--- config.mk ---
export PLATFORM = sky130hd
export DESIGN_NAME = mem_arbiter_flat
export DESIGN_NICKNAME = d
export VERILOG_FILES = /design/src/rtl/mem_arbiter_pkg.sv /design/src/rtl/mem_arbiter_if.sv /design/src/rtl/mem_arbiter_load_extender.sv /design/src/rtl/mem_arbiter.sv /design/src/flat_wrapper.sv
export SDC_FILE = /design/constraint.sdc
export NUM_CORES = 1
export LEC_CHECK = 0
export ABC_AREA = 1
export BUFFER_PORTS_ARGS = -buffer_cell sky130_fd_sc_hd__buf_2
export CAP_MARGIN = 25
export CORE_MARGIN = 3
export CORE_UTILIZATION = 55
export DETAILED_ROUTE_END_ITERATION = 10
export GPL_ROUTABILITY_DRIVEN = 0
export GPL_TIMING_DRIVEN = 0
export PLACE_DENSITY = 0.82
export SYNTH_ARGS = -nofsm -noshare
export SYNTH_HDL_FRONTEND = slang
export SYNTH_SLANG_ARGS = --single-unit
--- constraint.sdc ---
create_clock -name clk_in -period 3.1 [get_ports clk_in]
set_clock_uncertainty 0.1 [all_clocks]
set_input_delay 0.62 -clock clk_in [delete_from_list [all_inputs] [get_ports clk_in]]
set_output_delay 0.62 -clock clk_in [all_outputs]
set_load 0.01 [all_outputs]
--- src/rtl/mem_arbiter_pkg.sv ---
// rtl/mem_arbiter_pkg.sv - shared types, size codes and helpers for the memory arbiter
package mem_arbiter_pkg;

  localparam logic [1:0] MEM_SIZE_BYTE = 2'd0;
  localparam logic [1:0] MEM_SIZE_HALF = 2'd1;
  localparam logic [1:0] MEM_SIZE_WORD = 2'd2;
  localparam int         MEM_UNSIGNED  = 2;
  localparam logic [1:0] IO_REGION_DEFAULT = 2'b11;

  typedef enum logic [1:0] {
    ST_IDLE  = 2'd0,
    ST_READ  = 2'd1,
    ST_WRITE = 2'd2,
    ST_DONE  = 2'd3
  } state_t;

  typedef enum logic {
    OWN_INST = 1'b0,
    OWN_DATA = 1'b1
  } owner_t;

  // Number of byte beats for a transfer; size code 3 behaves as a word.
  function automatic logic [2:0] beat_count(input owner_t owner, input logic [1:0] size);
    logic [2:0] n;
    if (owner == OWN_INST) begin
      n = 3'd4;
    end else begin
      case (size)
        MEM_SIZE_BYTE: n = 3'd1;
        MEM_SIZE_HALF: n = 3'd2;
        default:       n = 3'd4;
      endcase
    end
    return n;
  endfunction

endpackage

--- src/rtl/mem_arbiter_if.sv ---
// rtl/mem_arbiter_if.sv - requester and byte-bus signals of the memory arbiter
interface mem_arbiter_if #(
  parameter int ADDR_WIDTH = 32
);
  logic                  inst_valid;
  logic [ADDR_WIDTH-1:0] inst_addr;
  logic                  inst_ready;
  logic [31:0]           inst_res;
  logic                  data_valid;
  logic                  data_wr;
  logic [2:0]            data_size;
  logic [ADDR_WIDTH-1:0] data_addr;
  logic [31:0]           data_value;
  logic                  data_ready;
  logic [31:0]           data_res;
  logic [7:0]            mem_din;
  logic [7:0]            mem_dout;
  logic [ADDR_WIDTH-1:0] mem_a;
  logic                  mem_wr;
  logic                  io_buffer_full;

  modport slave (
    input  inst_valid, inst_addr, data_valid, data_wr, data_size, data_addr, data_value,
    input  mem_din, io_buffer_full,
    output inst_ready, inst_res, data_ready, data_res, mem_dout, mem_a, mem_wr
  );

  modport master (
    output inst_valid, inst_addr, data_valid, data_wr, data_size, data_addr, data_value,
    output mem_din, io_buffer_full,
    input  inst_ready, inst_res, data_ready, data_res, mem_dout, mem_a, mem_wr
  );
endinterface

--- src/rtl/mem_arbiter_load_extender.sv ---
// rtl/mem_arbiter_load_extender.sv - sign/zero extension of assembled load data
module load_extender
  import mem_arbiter_pkg::*;
(
  input  logic [31:0] data_i,
  input  logic [2:0]  size_i,
  output logic [31:0] data_o
);

  logic fill;

  // Extend from the top bit of the loaded width unless the unsigned flag is set.
  always_comb begin
    fill   = 1'b0;
    data_o = data_i;
    case (size_i[1:0])
      MEM_SIZE_BYTE: begin
        fill   = !size_i[MEM_UNSIGNED] && data_i[7];
        data_o = {{24{fill}}, data_i[7:0]};
      end
      MEM_SIZE_HALF: begin
        fill   = !size_i[MEM_UNSIGNED] && data_i[15];
        data_o = {{16{fill}}, data_i[15:0]};
      end
      default: data_o = data_i;
    endcase
  end

endmodule

--- src/rtl/mem_arbiter.sv ---
// rtl/mem_arbiter.sv - shares the byte-wide memory/IO bus between fetch and load/store
module mem_arbiter
  import mem_arbiter_pkg::*;
#(
  parameter int         ADDR_WIDTH  = 32,
  parameter logic [1:0] IO_REGION   = IO_REGION_DEFAULT,
  parameter bit         ROUND_ROBIN = 1'b1
) (
  input  logic          clk_in,
  input  logic          rst_n_in,
  input  logic          rdy_in,
  input  logic          rob_clear,
  output logic          busy,
  mem_arbiter_if.slave  arb
);

  state_t                state_q, state_d;
  owner_t                owner_q, owner_d;
  owner_t                last_q, last_d;
  logic                  wr_q, wr_d;
  logic [2:0]            cnt_q, cnt_d;
  logic [ADDR_WIDTH-1:0] addr_q, addr_d;
  logic [2:0]            size_q, size_d;
  logic [31:0]           value_q, value_d;
  logic [31:0]           buf_q, buf_d;
  logic [31:0]           inst_res_q, inst_res_d;
  logic [31:0]           data_res_q, data_res_d;

  logic [2:0]            n_beats;
  logic                  io_stall;
  logic                  grant_data;
  logic [ADDR_WIDTH-1:0] beat_addr;
  logic [31:0]           value_shift;
  logic [31:0]           capture_word;
  logic [31:0]           ext_word;
  logic [ADDR_WIDTH-1:0] mem_a_c;
  logic [7:0]            mem_dout_c;
  logic                  mem_wr_c, inst_ready_c, data_ready_c;

  assign n_beats     = beat_count(owner_q, size_q[1:0]);
  assign io_stall    = (addr_q[17:16] == IO_REGION) && arb.io_buffer_full;
  assign beat_addr   = addr_q + ADDR_WIDTH'(cnt_q);
  assign value_shift = value_q >> {cnt_q[1:0], 3'b000};

  // Byte on mem_din belongs to the address issued one beat earlier.
  always_comb begin
    capture_word = buf_q;
    case (cnt_q)
      3'd1:    capture_word[7:0]   = arb.mem_din;
      3'd2:    capture_word[15:8]  = arb.mem_din;
      3'd3:    capture_word[23:16] = arb.mem_din;
      3'd4:    capture_word[31:24] = arb.mem_din;
      default: capture_word = buf_q;
    endcase
  end

  load_extender u_ext (
    .data_i (capture_word),
    .size_i (size_q),
    .data_o (ext_word)
  );

  // Arbitration, beat sequencing and bus drive.
  always_comb begin
    state_d    = state_q;
    owner_d    = owner_q;
    last_d     = last_q;
    wr_d       = wr_q;
    cnt_d      = cnt_q;
    addr_d     = addr_q;
    size_d     = size_q;
    value_d    = value_q;
    buf_d      = buf_q;
    inst_res_d = inst_res_q;
    data_res_d = data_res_q;
    grant_data = 1'b0;
    mem_a_c      = '0;
    mem_dout_c   = '0;
    mem_wr_c     = 1'b0;
    inst_ready_c = 1'b0;
    data_ready_c = 1'b0;
    case (state_q)
      ST_IDLE: begin
        if (rdy_in && !rob_clear && (arb.inst_valid || arb.data_valid)) begin
          grant_data = arb.data_valid &&
                       (!arb.inst_valid || !ROUND_ROBIN || last_q == OWN_INST);
          cnt_d = '0;
          buf_d = '0;
          if (grant_data) begin
            owner_d = OWN_DATA;
            wr_d    = arb.data_wr;
            addr_d  = arb.data_addr;
            size_d  = arb.data_size;
            value_d = arb.data_value;
            state_d = arb.data_wr ? ST_WRITE : ST_READ;
          end else begin
            owner_d = OWN_INST;
            wr_d    = 1'b0;
            addr_d  = arb.inst_addr;
            size_d  = {1'b0, MEM_SIZE_WORD};
            value_d = '0;
            state_d = ST_READ;
          end
          last_d = owner_d;
        end
      end
      ST_READ: begin
        if (cnt_q < n_beats) mem_a_c = beat_addr;
        if (rdy_in) begin
          if (rob_clear) begin
            state_d = ST_IDLE;
            cnt_d   = '0;
          end else begin
            if (cnt_q != 3'd0) buf_d = capture_word;
            if (cnt_q == n_beats) begin
              state_d = ST_DONE;
              cnt_d   = '0;
              if (owner_q == OWN_INST) inst_res_d = capture_word;
              else                     data_res_d = ext_word;
            end else begin
              cnt_d = cnt_q + 3'd1;
            end
          end
        end
      end
      ST_WRITE: begin
        mem_a_c    = beat_addr;
        mem_dout_c = value_shift[7:0];
        mem_wr_c   = rdy_in && !io_stall;
        if (rdy_in && !io_stall) begin
          if (cnt_q == n_beats - 3'd1) begin
            state_d    = ST_DONE;
            cnt_d      = '0;
            data_res_d = '0;
          end else begin
            cnt_d = cnt_q + 3'd1;
          end
        end
      end
      ST_DONE: begin
        if (owner_q == OWN_INST) inst_ready_c = !rob_clear;
        else                     data_ready_c = wr_q || !rob_clear;
        if (rdy_in) state_d = ST_IDLE;
      end
      default: state_d = ST_IDLE;
    endcase
  end

  // State and datapath registers.
  always_ff @(posedge clk_in or negedge rst_n_in) begin
    if (!rst_n_in) begin
      state_q    <= ST_IDLE;
      owner_q    <= OWN_INST;
      last_q     <= OWN_INST;
      wr_q       <= 1'b0;
      cnt_q      <= '0;
      addr_q     <= '0;
      size_q     <= '0;
      value_q    <= '0;
      buf_q      <= '0;
      inst_res_q <= '0;
      data_res_q <= '0;
    end else begin
      state_q    <= state_d;
      owner_q    <= owner_d;
      last_q     <= last_d;
      wr_q       <= wr_d;
      cnt_q      <= cnt_d;
      addr_q     <= addr_d;
      size_q     <= size_d;
      value_q    <= value_d;
      buf_q      <= buf_d;
      inst_res_q <= inst_res_d;
      data_res_q <= data_res_d;
    end
  end

  assign busy           = (state_q != ST_IDLE);
  assign arb.mem_a      = mem_a_c;
  assign arb.mem_dout   = mem_dout_c;
  assign arb.mem_wr     = mem_wr_c;
  assign arb.inst_ready = inst_ready_c;
  assign arb.data_ready = data_ready_c;
  assign arb.inst_res   = inst_res_q;
  assign arb.data_res   = data_res_q;

endmodule
--- src/flat_wrapper.sv ---
// flat-port wrapper written by rule: the top's interface ports become plain ports
module mem_arbiter_flat import mem_arbiter_pkg::*;
#(
  parameter int         ADDR_WIDTH  = 32,
  parameter logic [1:0] IO_REGION   = IO_REGION_DEFAULT,
  parameter bit         ROUND_ROBIN = 1'b1
)
  (clk_in, rst_n_in, rdy_in, rob_clear, busy, arb_inst_valid, arb_inst_addr, arb_data_valid, arb_data_wr, arb_data_size, arb_data_addr, arb_data_value, arb_mem_din, arb_io_buffer_full, arb_inst_ready, arb_inst_res, arb_data_ready, arb_data_res, arb_mem_dout, arb_mem_a, arb_mem_wr);
  mem_arbiter_if #(.ADDR_WIDTH(ADDR_WIDTH)) arb_i ();
  input  logic clk_in;
  input  logic rst_n_in;
  input  logic rdy_in;
  input  logic rob_clear;
  output logic busy;
  input wire logic [$bits(arb_i.inst_valid)-1:0] arb_inst_valid;
  input wire logic [$bits(arb_i.inst_addr)-1:0] arb_inst_addr;
  input wire logic [$bits(arb_i.data_valid)-1:0] arb_data_valid;
  input wire logic [$bits(arb_i.data_wr)-1:0] arb_data_wr;
  input wire logic [$bits(arb_i.data_size)-1:0] arb_data_size;
  input wire logic [$bits(arb_i.data_addr)-1:0] arb_data_addr;
  input wire logic [$bits(arb_i.data_value)-1:0] arb_data_value;
  input wire logic [$bits(arb_i.mem_din)-1:0] arb_mem_din;
  input wire logic [$bits(arb_i.io_buffer_full)-1:0] arb_io_buffer_full;
  output wire logic [$bits(arb_i.inst_ready)-1:0] arb_inst_ready;
  output wire logic [$bits(arb_i.inst_res)-1:0] arb_inst_res;
  output wire logic [$bits(arb_i.data_ready)-1:0] arb_data_ready;
  output wire logic [$bits(arb_i.data_res)-1:0] arb_data_res;
  output wire logic [$bits(arb_i.mem_dout)-1:0] arb_mem_dout;
  output wire logic [$bits(arb_i.mem_a)-1:0] arb_mem_a;
  output wire logic [$bits(arb_i.mem_wr)-1:0] arb_mem_wr;
  assign arb_i.inst_valid = arb_inst_valid;
  assign arb_i.inst_addr = arb_inst_addr;
  assign arb_i.data_valid = arb_data_valid;
  assign arb_i.data_wr = arb_data_wr;
  assign arb_i.data_size = arb_data_size;
  assign arb_i.data_addr = arb_data_addr;
  assign arb_i.data_value = arb_data_value;
  assign arb_i.mem_din = arb_mem_din;
  assign arb_i.io_buffer_full = arb_io_buffer_full;
  assign arb_inst_ready = arb_i.inst_ready;
  assign arb_inst_res = arb_i.inst_res;
  assign arb_data_ready = arb_i.data_ready;
  assign arb_data_res = arb_i.data_res;
  assign arb_mem_dout = arb_i.mem_dout;
  assign arb_mem_a = arb_i.mem_a;
  assign arb_mem_wr = arb_i.mem_wr;
  mem_arbiter #(.ADDR_WIDTH(ADDR_WIDTH), .IO_REGION(IO_REGION), .ROUND_ROBIN(ROUND_ROBIN)) u_core (.clk_in(clk_in), .rst_n_in(rst_n_in), .rdy_in(rdy_in), .rob_clear(rob_clear), .busy(busy), .arb(arb_i));
endmodule
==> out/qor.csv <==
metric,value,unit
number of global-route vias before repair,9097,
clk sink count,170,
"Arr. time, crit path",2.40,ns
Post-synth EDFFs,0,
top_reg_cell synth,dfrtp_1,
Tightest Pin Transition,0.7153,ns
Tcrit/Tclk final,100.7,%
Wirelength per Cell,16.26,um
worst-path fanout max,7,
worst reg2reg path depth,11,
Relative slew margins,52.31,%
post-DP HPWL,21270,um
Fmax,320.2,MHz
Area Overhead vs Synth,27.23,%
1st-pass router iterations,6,
CP startpoint kind,flop,
hold crit path type,in2async,
Synth Area per Inst,7.274,um^2
global-route wire length before repair,44780,um
worst skew pair latency,0.43,ns
worst setup margin,-0.02285,ns
sequential cell area,4258,um^2
Die X,137.2,um
synth warn,0,
RR Startpoint,u_core.cnt_q[1],
sw frac,42.21,%
register share of total power,34.6,%
Critical Path Sink Type,output port,
leak pwr,6.136,nW
violated checks,negative setup slack,
pin count of the biggest net entering global routing,94,
worst r2r dst,u_core.buf_q[31],
status,"complete, but fails checks",
Tot GR Track Use,30.50,%
most common cell in the netlist,nand2_1,
Synth top area share,44.95,%
Via Count,9949,
antenna cell count,0,
CTS tree,yes,
"Distinct cells, synth",38,
Core ar.,16700,um^2
IO Count,223,
Yosys reg bits,170,
PD cells,812.1,nW/um^2
CTS Root Cell,clkbuf_16,
H-tree depth,4,
Logic pwr share,43.0,%
row count,47,
"Net count, final",1691,
"CTS clk-pin slew, worst paths",0.07,ns
DRT Wirelength,29140,um
synth cell count leaders,"nand2_1, dfrtp_1, nor2_1",
Initial Utilization,56.67,%
antenna violation net count after detailed routing,0,
worst endpoint required time,2.38,ns
flop2flop setup slack,0.70,ns
CTS buffer count,17,
Final Power,9.779,mW
RSZ-0062 raised after global routing,true,
clock share of power,22.3,%
initial antenna violation count,0,
layout cell share with drive strength beyond 1,25.89,%
Max VDD drop,0.0005260,V
Multi-input gate area,4672,um^2
Via density,5.552,
Syn Inst Count,1301,
kind of critical path,reg2out,
Syn Nets,1433,
Hold Buf Count CTS,0,
full die area,18820,um^2
Fillers,1321,
Finished Core Util,72.10,%
Final setup viols,7,
drt initial violations,1033,
Int Power,5.651,mW
Max clock buf depth,2,
final hold violations,0,
Yosys top cell by area,dfrtp_1,
Net Switching,4.128,mW
Layout Cell Area excl Fill,12040,um^2
synth top area cells,"dfrtp_1, nand2_1, o21ai_1",
# DRC,0,
sequential element share of the synthesized area,44.95,%
Placement Cell Area,10890,um^2
Tmin final,3.123,ns
die height,137.2,um
crit path from,u_core.owner_q,
max cap viols,0,
I/O Buffers,222,
ys async rst share,100.0,%
synthesized cell area,9464,um^2
"Slew Viols, Final",0,
Sum Neg Setup Slack,-0.08029,ns
grt ovf,0,
## flip-flops by register name, summed over array words and instances (netlist names), 2 cells and up
name,flops
u_core.size_q,3
u_core.arb.data_res,32
u_core.arb.inst_res,32
u_core.state_q,2
u_core.buf_q,32
u_core.value_q,32
u_core.addr_q,32
u_core.cnt_q,3
## layout make-up
cell class | instances | share of cell area (%)
Buffer | 56 | 2.712
Multi-Input combinational cell | 928 | 38.80
Clock inverter | 10 | 1.081
Clock buffer | 22 | 3.855
Inverter | 145 | 4.738
Sequential cell | 170 | 35.36
Tap cell | 220 | 2.286
Timing Repair Buffer | 241 | 11.17
## kinds of logic (layout without fill, tap and decap cells)
group | after synthesis | after routing | synth area share, %
flip-flops | 170 | 170 | 44.95
buffers and inverters | 203 | 474 | 8.898
AND/OR/NAND/NOR | 622 | 622 | 26.75
AO/OA/AOI/OAI | 284 | 284 | 16.62
XOR/XNOR | 5 | 5 | 0.4627
adder cells (fa/ha/maj) | 17 | 17 | 2.327
## metrics by stage
stage | setup slack, ns | hold WS [ns] | std cells
after floorplan | 0.2825 | 0.2244 | 1301
after global placement | -1.276 | 0.3615 | 1743
after detailed placement | -0.3377 | 0.3664 | 1744
after CTS | -0.006156 | 0.07719 | 1783
after global routing | -0.1211 | 0.1125 | 1792
final | -0.02285 | 0.05984 | 1792
## worst max-delay path: stages, from the launching register on
cell and delay [ns]:
dfrtp_2 0.48, nand2_4 0.11, inv_2 0.04, buf_4 0.12
ha_1 0.30, nand2_1 0.09, nand2_1 0.07, nand2_2 0.08
nand2_4 0.11, inv_6 0.11, buf_8 0.13, nand2_1 0.06
nor2_1 0.11, buf_2 0.15
## metal layers
| layer | vias up | global-route usage [%] | share of wire (%) |
|---|---|---|---|
| met2 | 561 | 48.17 | 46 |
| li1 | 4671 | - | - |
| met3 | 99 | 4.711 | 9.7 |
| met1 | 4618 | 42.68 | 41 |
| met5 | - | 0 | 0 |
| met4 | 0 | 11.64 | 3.7 |
## worst max path at each step
stage                   endpoint  slack (ns)  depth (start not counted)
2_1_floorplan      arb_mem_a[14]        0.28                         11
3_3_place_gp   u_core.addr_q[22]       -1.28                          1
3_5_place_dp        arb_mem_a[7]       -0.34                         16
4_1_cts            arb_mem_a[23]      -0.006                          9
5_1_grt            arb_mem_a[26]       -0.12                         17
6_report           arb_mem_a[25]       -0.02                         13
## power by group through the flow
stage | clock network [mW] | registers [mW] | logic (mW)
6_report | 2.18 | 3.39 | 4.21
5_1_grt | 2.27 | 3.45 | 4.66
4_1_cts | 2.19 | 3.33 | 3.87
3_5_place_dp | 0 | 3.36 | 3.61
3_3_place_gp | 0 | 3.34 | 3.53
2_1_floorplan | 0 | 3.27 | 2.43
## what timing repair did
item	CTS	global route
buffers inserted	7	9
cloned	1	1
resized for setup	49	63
pin swaps	2	22
setup endpoints to repair	32	32
hold endpoints to repair	0	0
## cell usage in the layout, fill, tap and decap left out, drive strengths merged, types with 2 or more instances in the layout
master,Yosys,layout
ha,16,16
o21ai,200,200
o22ai,20,20
xor2,5,5
a22o,17,17
or2,16,16
nor2,157,157
nor3,13,13
buf,32,271
inv,144,148
nand2,393,393
dfrtp,170,170
bufinv,0,2
o21a,7,7
nand3b,4,4
clkinvlp,0,5
nand3,37,37
clkbuf,26,48
a21oi,39,39
Power figures use the tool's default switching activity.
